`config.mk`:
```
export PLATFORM = sky130hd
export DESIGN_NAME = video_serializer_p
export DESIGN_NICKNAME = d
export VERILOG_FILES = /design/src/rtl/video_serializer_p.sv
export SDC_FILE = /design/constraint.sdc
export NUM_CORES = 1
export LEC_CHECK = 0
export ABC_AREA = 1
export CORE_MARGIN = 3
export CORE_UTILIZATION = 45
export CTS_BUF_LIST = sky130_fd_sc_hd__clkbuf_8 sky130_fd_sc_hd__clkbuf_16
export CTS_CLUSTER_DIAMETER = 60
export DETAILED_ROUTE_END_ITERATION = 8
export GPL_TIMING_DRIVEN = 0
export MAX_ROUTING_LAYER = met4
export PLACE_DENSITY_LB_ADDON = 0.05
export SLEW_MARGIN = 20
export SYNTH_ARGS = -nofsm -noshare
export SYNTH_HDL_FRONTEND = slang
export SYNTH_SLANG_ARGS = --single-unit
```
`constraint.sdc`:
```
create_clock -name CLK -period 8 [get_ports CLK]
set_clock_uncertainty 0.2 [all_clocks]
set_input_delay 1.6 -clock CLK [delete_from_list [all_inputs] [get_ports CLK]]
set_output_delay 1.6 -clock CLK [all_outputs]
set_load 0.05 [all_outputs]
```
`src/rtl/video_serializer_p.sv`:
```
// Pixel/attribute serializer: queues (pixel, attribute) byte pairs and shifts one pixel per PIX_EN as registered RGBI.
// Latency 1 CLK from PIX_EN; FIFO push-while-full drops the pair (FIFO_OVF), pop-on-empty shows black (UNDERRUN).
module video_serializer_p #(
  parameter int FIFO_DEPTH = 2,
  parameter int FLASH_DIV  = 16
) (
  input  logic       CLK,
  input  logic       RST,
  input  logic       PIX_EN,
  input  logic [7:0] D,
  input  logic       LD_PIX,
  input  logic       LD_ATTR,
  input  logic       ACTIVE,
  input  logic       BLANK,
  input  logic [2:0] BORDER,
  input  logic       FRAME,
  input  logic       MODE,
  input  logic       SYNC_IN,
  output logic       R,
  output logic       G,
  output logic       B,
  output logic       I,
  output logic       SYNC,
  output logic       FIFO_OVF,
  output logic       UNDERRUN
);

  localparam int PTR = $clog2(FIFO_DEPTH);
  localparam logic [PTR:0] DEPTH_C = (PTR+1)'(FIFO_DEPTH);

  logic [15:0]    mem [FIFO_DEPTH];
  logic [PTR-1:0] wr_ptr, rd_ptr;
  logic [PTR:0]   count;

  logic [7:0] pix_hold, attr_hold;
  logic       have_pix, have_attr;
  logic       push_req;
  logic [15:0] push_dat;

  logic [2:0] cnt;
  logic [7:0] pw, aw;
  logic       mw;
  logic [7:0] fcnt;
  logic       flash_ph;

  logic        full, empty, run, pop_req, pop, do_push;
  logic [15:0] head;
  logic [7:0]  cur_p, cur_a;
  logic        cur_m;
  logic        zx_bit;
  logic [2:0]  zx_col;
  logic [3:0]  nib, igrb_nxt;

  // The pair is complete on the strobe that supplies the missing byte.
  always_comb begin
    push_req = 1'b0;
    push_dat = {pix_hold, attr_hold};
    if (LD_PIX && LD_ATTR) begin
      push_req = 1'b1;
      push_dat = {D, D};
    end else if (LD_PIX && have_attr) begin
      push_req = 1'b1;
      push_dat = {D, attr_hold};
    end else if (LD_ATTR && have_pix) begin
      push_req = 1'b1;
      push_dat = {pix_hold, D};
    end
  end

  assign full    = (count == DEPTH_C);
  assign empty   = (count == '0);
  assign run     = PIX_EN && ACTIVE && !BLANK;
  assign pop_req = run && (cnt == 3'd0);
  assign pop     = pop_req && !empty;
  assign do_push = push_req && (!full || pop);
  assign head    = mem[rd_ptr];

  always_comb begin
    cur_p = pw;
    cur_a = aw;
    cur_m = mw;
    if (pop_req) begin
      cur_p = empty ? 8'h00 : head[15:8];
      cur_a = empty ? 8'h00 : head[7:0];
      cur_m = MODE;
    end
    zx_bit = cur_p[3'd7 - cnt] ^ (cur_a[7] & flash_ph);
    zx_col = zx_bit ? cur_a[2:0] : cur_a[5:3];
    case (cnt[2:1])
      2'd0:    nib = cur_p[7:4];
      2'd1:    nib = cur_p[3:0];
      2'd2:    nib = cur_a[7:4];
      default: nib = cur_a[3:0];
    endcase
    if (BLANK)        igrb_nxt = 4'h0;
    else if (!ACTIVE) igrb_nxt = {1'b0, BORDER};
    else if (cur_m)   igrb_nxt = nib;
    else              igrb_nxt = {cur_a[6], zx_col};
  end

  always_ff @(posedge CLK) begin
    if (do_push) mem[wr_ptr] <= push_dat;
  end

  always_ff @(posedge CLK) begin
    if (RST) begin
      wr_ptr    <= '0;
      rd_ptr    <= '0;
      count     <= '0;
      pix_hold  <= 8'h00;
      attr_hold <= 8'h00;
      have_pix  <= 1'b0;
      have_attr <= 1'b0;
      cnt       <= 3'd0;
      pw        <= 8'h00;
      aw        <= 8'h00;
      mw        <= 1'b0;
      fcnt      <= 8'h00;
      flash_ph  <= 1'b0;
      {I, G, R, B} <= 4'h0;
      SYNC      <= 1'b0;
      FIFO_OVF  <= 1'b0;
      UNDERRUN  <= 1'b0;
    end else begin
      if (push_req) begin
        have_pix  <= 1'b0;
        have_attr <= 1'b0;
      end else if (LD_PIX) begin
        pix_hold <= D;
        have_pix <= 1'b1;
      end else if (LD_ATTR) begin
        attr_hold <= D;
        have_attr <= 1'b1;
      end

      if (do_push) wr_ptr <= wr_ptr + 1'b1;
      if (pop)     rd_ptr <= rd_ptr + 1'b1;
      case ({do_push, pop})
        2'b10:   count <= count + 1'b1;
        2'b01:   count <= count - 1'b1;
        default: count <= count;
      endcase
      if (push_req && !do_push) FIFO_OVF <= 1'b1;
      if (pop_req && empty)     UNDERRUN <= 1'b1;

      if (PIX_EN) begin
        {I, G, R, B} <= igrb_nxt;
        SYNC         <= SYNC_IN;
        if (run) begin
          cnt <= cnt + 3'd1;
          if (pop_req) begin
            pw <= cur_p;
            aw <= cur_a;
            mw <= cur_m;
          end
        end else begin
          cnt <= 3'd0;
        end
      end

      if (FRAME) begin
        if (fcnt == 8'(FLASH_DIV - 1)) begin
          fcnt     <= 8'h00;
          flash_ph <= ~flash_ph;
        end else begin
          fcnt <= fcnt + 8'h01;
        end
      end
    end
  end

endmodule

```
==> flow_summary.html <==
<table>
<tr><th>Metric</th><th>Value</th></tr>
<tr><th colspan="2">STA</th></tr>
<tr><td>Number of hold violations in the final report</td><td>0</td></tr>
<tr><td>Sum of negative setup slack</td><td>0 ps</td></tr>
<tr><td>Setup repair after global routing missed its margin</td><td>false</td></tr>
<tr><td>Measured slew at the worst slew-check pin</td><td>893 ps</td></tr>
<tr><td>Final hold slack</td><td>roughly 250 ps</td></tr>
<tr><td>Fmax</td><td>roughly 250 MHz</td></tr>
<tr><td>Period utilisation layout</td><td>0.498</td></tr>
<tr><td>Number of slew-limit violations in the final report</td><td>0</td></tr>
<tr><td>Remaining max-slew budget at the tightest pin</td><td>0.404</td></tr>
<tr><td>Final-report setup violation count</td><td>0</td></tr>
<tr><td>Clock period minus worst slack</td><td>roughly 4000 ps</td></tr>
<tr><th colspan="2">Global route</th></tr>
<tr><td>Maximum number of pins on one net before global-route repair</td><td>17</td></tr>
<tr><td>Overall Global Routing Usage</td><td>0.190</td></tr>
<tr><td>Overflow left after global routing</td><td>0</td></tr>
<tr><td>Initial antenna violation count</td><td>0</td></tr>
<tr><td>Wire length of the first global-routing pass</td><td>roughly 15,000 um</td></tr>
<tr><td>Via count of the first global-routing pass</td><td>roughly 3,100</td></tr>
<tr><th colspan="2">Drt</th></tr>
<tr><td>Final antenna-violating net count</td><td>0</td></tr>
<tr><td>Routed vias</td><td>~3,300</td></tr>
<tr><td>Via density</td><td>around 5</td></tr>
<tr><td>Remaining routing DRC violations</td><td>0</td></tr>
<tr><td>Sum of routed wire length over all layers</td><td>9000 um</td></tr>
<tr><td>Drt initial violations</td><td>~150</td></tr>
<tr><td>Number of detailed-routing iterations run before antenna repair</td><td>4</td></tr>
<tr><td>Average wire per cell in the routed design</td><td>approximately 14 um</td></tr>
<tr><th colspan="2">Power and ir drop</th></tr>
<tr><td>Maximum vdd ir drop</td><td>around 120 uV</td></tr>
<tr><td>Cell Int Power</td><td>0.000691 W</td></tr>
<tr><td>Leak Pwr</td><td>roughly 1.9 nW</td></tr>
<tr><td>Switching power summed over all nets</td><td>~0.00026 W</td></tr>
<tr><td>Sequential cell fraction of total power</td><td>0.547</td></tr>
<tr><td>Portion of total power attributed to the clock network</td><td>0.322</td></tr>
<tr><td>Pwr/cell area</td><td>a little over 200 nW/um2</td></tr>
<tr><td>Net switching share of the total power</td><td>0.270</td></tr>
<tr><td>Gate power share</td><td>0.131</td></tr>
<tr><th colspan="2">Yosys</th></tr>
<tr><td>Post-synthesis instance area</td><td>roughly 4100 um2</td></tr>
<tr><td>Share of synthesized cell area in and, or, nand and nor gates</td><td>0.243</td></tr>
<tr><td>Multiplexer share of the synthesized area</td><td>0.0129</td></tr>
<tr><td>Main combinational cell family by area after synthesis</td><td>simple AND/OR/NAND/NOR gates</td></tr>
<tr><td>Library cell with the largest summed area after synthesis</td><td>dfxtp_1</td></tr>
<tr><td>Syn_nets</td><td>520</td></tr>
<tr><td>Share of the yosys chip area belonging to registers</td><td>0.526</td></tr>
<tr><td>Yosys warning count</td><td>0</td></tr>
<tr><td>Adder and majority cell fraction of the synthesized area</td><td>0.0123</td></tr>
<tr><td>Most used DFF post-synth</td><td>dfxtp_1</td></tr>
<tr><td>Share of the synthesized area in the top cell type</td><td>0.290</td></tr>
<tr><td>Synth Area in XOR/XNOR</td><td>0.00430</td></tr>
<tr><td>Biggest area contributors in the synthesized netlist</td><td>dfxtp_1, edfxtp_1, nand2_1</td></tr>
<tr><td>Post-synth EDFFs</td><td>32</td></tr>
<tr><td>Number of unique standard cell types used by synthesis</td><td>34</td></tr>
<tr><td>Compound-cell area share of the yosys netlist</td><td>0.132</td></tr>
<tr><td>Proportion of register bits with asynchronous set or reset after synthesis</td><td>0</td></tr>
<tr><td>Number of flip-flops and latches in the synthesized netlist</td><td>approximately 90</td></tr>
<tr><td>Post-Syn Area per Cell</td><td>8.23 um2</td></tr>
<tr><td>Synth Instances</td><td>just under 500</td></tr>
<tr><th colspan="2">Layout</th></tr>
<tr><td>Count of nets after finishing</td><td>about 560</td></tr>
<tr><td>Final design area excluding fillers</td><td>between 4000 and 5000 um2</td></tr>
<tr><td>Count of filler cells inserted in the layout</td><td>between 800 and 900</td></tr>
<tr><td>Area Growth Syn to Fin</td><td>15.0%</td></tr>
<tr><td># diodes</td><td>0</td></tr>
<tr><td>Share of post-route cells with drive strength above 1</td><td>0.0948</td></tr>
<tr><th colspan="2">CTS</th></tr>
<tr><td>CTS tree</td><td>done</td></tr>
<tr><td>Insertion delay of the later-clocked pin in the worst-skew pair</td><td>~360 ps</td></tr>
<tr><td># hold bufs at CTS</td><td>0</td></tr>
<tr><td>Clock Pin Slew Worst Setup and Hold Paths</td><td>around 90 ps</td></tr>
<tr><td>Buffers inserted during post-CTS setup optimization</td><td>0</td></tr>
<tr><td>Deepest level of the CTS H-tree</td><td>3</td></tr>
<tr><td>CTS resizes</td><td>0</td></tr>
<tr><td>CTS root buf</td><td>clkbuf_8</td></tr>
<tr><td>Cts bufs inserted</td><td>9</td></tr>
<tr><td>CTS sink cnt</td><td>just over 90</td></tr>
<tr><td>Max Buffers Root-to-Sink</td><td>2</td></tr>
<tr><th colspan="2">Floorplan</th></tr>
<tr><td>Initial standard-cell utilization of the core</td><td>0.465</td></tr>
<tr><td>Io pins</td><td>28</td></tr>
<tr><td>Die Area</td><td>a little over 10,000 um2</td></tr>
<tr><td>Die extent in x</td><td>101 um</td></tr>
<tr><td>Area of the placeable core</td><td>around 9000 um2</td></tr>
<tr><td>FP Rows</td><td>34</td></tr>
<tr><td>Die boundary height</td><td>between 100 and 150 um</td></tr>
<tr><th colspan="2">Placement</th></tr>
<tr><td>Final Wtd Congestion</td><td>between 0.8 and 0.9</td></tr>
<tr><td>Buffers added on ports</td><td>26</td></tr>
<tr><td>HPWL after detailed placement</td><td>roughly 6600 um</td></tr>
<tr><td>Placed cell area</td><td>roughly 4500 um2</td></tr>
<tr><th colspan="2">Setup path</th></tr>
<tr><td>Maximum fanout along the worst path</td><td>16</td></tr>
<tr><td>Type of element capturing the critical path</td><td>flip-flop</td></tr>
<tr><td>Kind of start point of the critical path</td><td>input pin</td></tr>
<tr><td>Worst reg2reg startpoint</td><td>cnt[0]$_SDFFE_PP0P_</td></tr>
<tr><td>Worst path required time</td><td>7780 ps</td></tr>
<tr><td>Worst setup path class</td><td>in -&gt; reg</td></tr>
<tr><td>Number of cells on the worst reg-to-reg path</td><td>9</td></tr>
<tr><td>R2R Path End</td><td>mem[0][13]$_DFFE_PP_</td></tr>
<tr><td>Beginning of the critical path</td><td>ACTIVE</td></tr>
<tr><td>Worst Setup EP</td><td>mem[0][13]$_DFFE_PP_</td></tr>
<tr><td>Data arrival at the endpoint of the critical path</td><td>~3800 ps</td></tr>
<tr><td>Worst setup slack for register-to-register paths</td><td>a little over 5000 ps</td></tr>
<tr><th colspan="2">Run status</th></tr>
<tr><td>Result of the run</td><td>complete, no violations</td></tr>
<tr><th colspan="2">Flow run</th></tr>
<tr><td>Count of max-cap constraint violations</td><td>0</td></tr>
<tr><th colspan="2">Worst hold path</th></tr>
<tr><td>Worst hold path cell count</td><td>1</td></tr>
<tr><td>Hold Path Class</td><td>reg -&gt; reg</td></tr>
</table>
-- metal layers --
| layer | wire, um | track usage | vias up |
|---|---|---|---|
| li1 | - | - | 1691 |
| met1 | 4430 | 0.263 | 1535 |
| met2 | 4200 | 0.288 | 43 |
| met3 | 309 | 0.0427 | 5 |
| met4 | 65 | 0.0409 | 0 |
| met5 | 0 | - | - |
-- through the flow --
stage          setup WS (ps)  utilization  instances  power [W]
4_1_cts                 4020        0.535        646   0.000954
3_3_place_gp            3200        0.510        629   0.000648
2_1_floorplan           4400            -        495   0.000609
6_report                4020        0.535        646   0.000947
5_1_grt                 3830        0.535        646   0.000992
3_5_place_dp            3640        0.512        630   0.000652
-- power by group through the flow --
| stage | sequential [W] | clock [W] | combinational [W] |
|---|---|---|---|
| after floorplan | 0.000532 | 0 | 0.0000773 |
| after global placement | 0.000528 | 0 | 0.000119 |
| after detailed placement | 0.000529 | 0 | 0.000123 |
| after CTS | 0.000518 | 0.000312 | 0.000124 |
| after global routing | 0.000521 | 0.000333 | 0.000138 |
| final | 0.000518 | 0.000305 | 0.000124 |
-- cells by family after synthesis --
group | after synthesis
adder cells (fa/ha/maj) | 4
AO/OA/AOI/OAI | 102
multiplexers | 4
XOR/XNOR | 2
buffers and inverters | 71
flip-flops | 91
AND/OR/NAND/NOR | 221
-- cells in the mapped netlist, types with 3 or more instances --
cell and instances:
nand3_1 28, mux2i_1 3, nor2_1 51, nand2_4 3, ha_1 4, nand2_1 110
edfxtp_1 32, inv_1 54, nand2_2 14, o21ai_0 45, dfxtp_1 59, clkbuf_1 10
nor3_1 3, o21ai_1 3, a21oi_1 45, a21oi_2 3
-- worst min-delay path by stage --
stage / from / end / slack [ps]
after detailed placement: rd_ptr$_SDFFE_PP0P_ / flip-flop / 240
after global placement: rd_ptr$_SDFFE_PP0P_ / rd_ptr$_SDFFE_PP0P_ / 240
after global routing: rd_ptr$_SDFFE_PP0P_ / flip-flop / 300
after floorplan: rd_ptr$_SDFFE_PP0P_ / flip-flop / 220
final: rd_ptr$_SDFFE_PP0P_ / rd_ptr$_SDFFE_PP0P_ / 250
after CTS: rd_ptr$_SDFFE_PP0P_ / flip-flop / 250
-- final cells by class --
cell class                 count  area (um2)  area share
clock inverter                 5        33.8     0.00721
multi-input combinational    333        1650       0.353
tap                          108         135      0.0288
buffer                        14        68.8      0.0147
timing repair buffer          27         275      0.0587
sequential                    91        2140       0.457
inverter                      57         215      0.0459
clock buffer                  11         163      0.0347
-- placed cells by master, fill, tap and decap left out, types with 4 or more instances in the layout --
cell and n:
a21oi_1 45, clkbuf_1 10, clkbuf_8 10, clkdlybuf4s50_1 26, dfxtp_1 59, edfxtp_1 32, ha_1 4, inv_1 55
nand2_1 110, nand2_2 14, nand3_1 28, nor2_1 49, o21ai_0 45
-- worst max-delay path, stage by stage --
cell and delay [ps]:
clkdlybuf4s50_1 600, nand2_2 100, nor2_4 160, nand2_4 150
buf_6 180, a31oi_1 170, inv_1 110, nor2_2 690
-- sequential cells by signal (all words and copies together), names as in the netlist, 2 cells and up, named ones only --
name,count
attr_hold,8
cnt,3
aw,8
pw,8
count,2
fcnt,8
mem,32
pix_hold,8
Power figures use the tool's default switching activity.
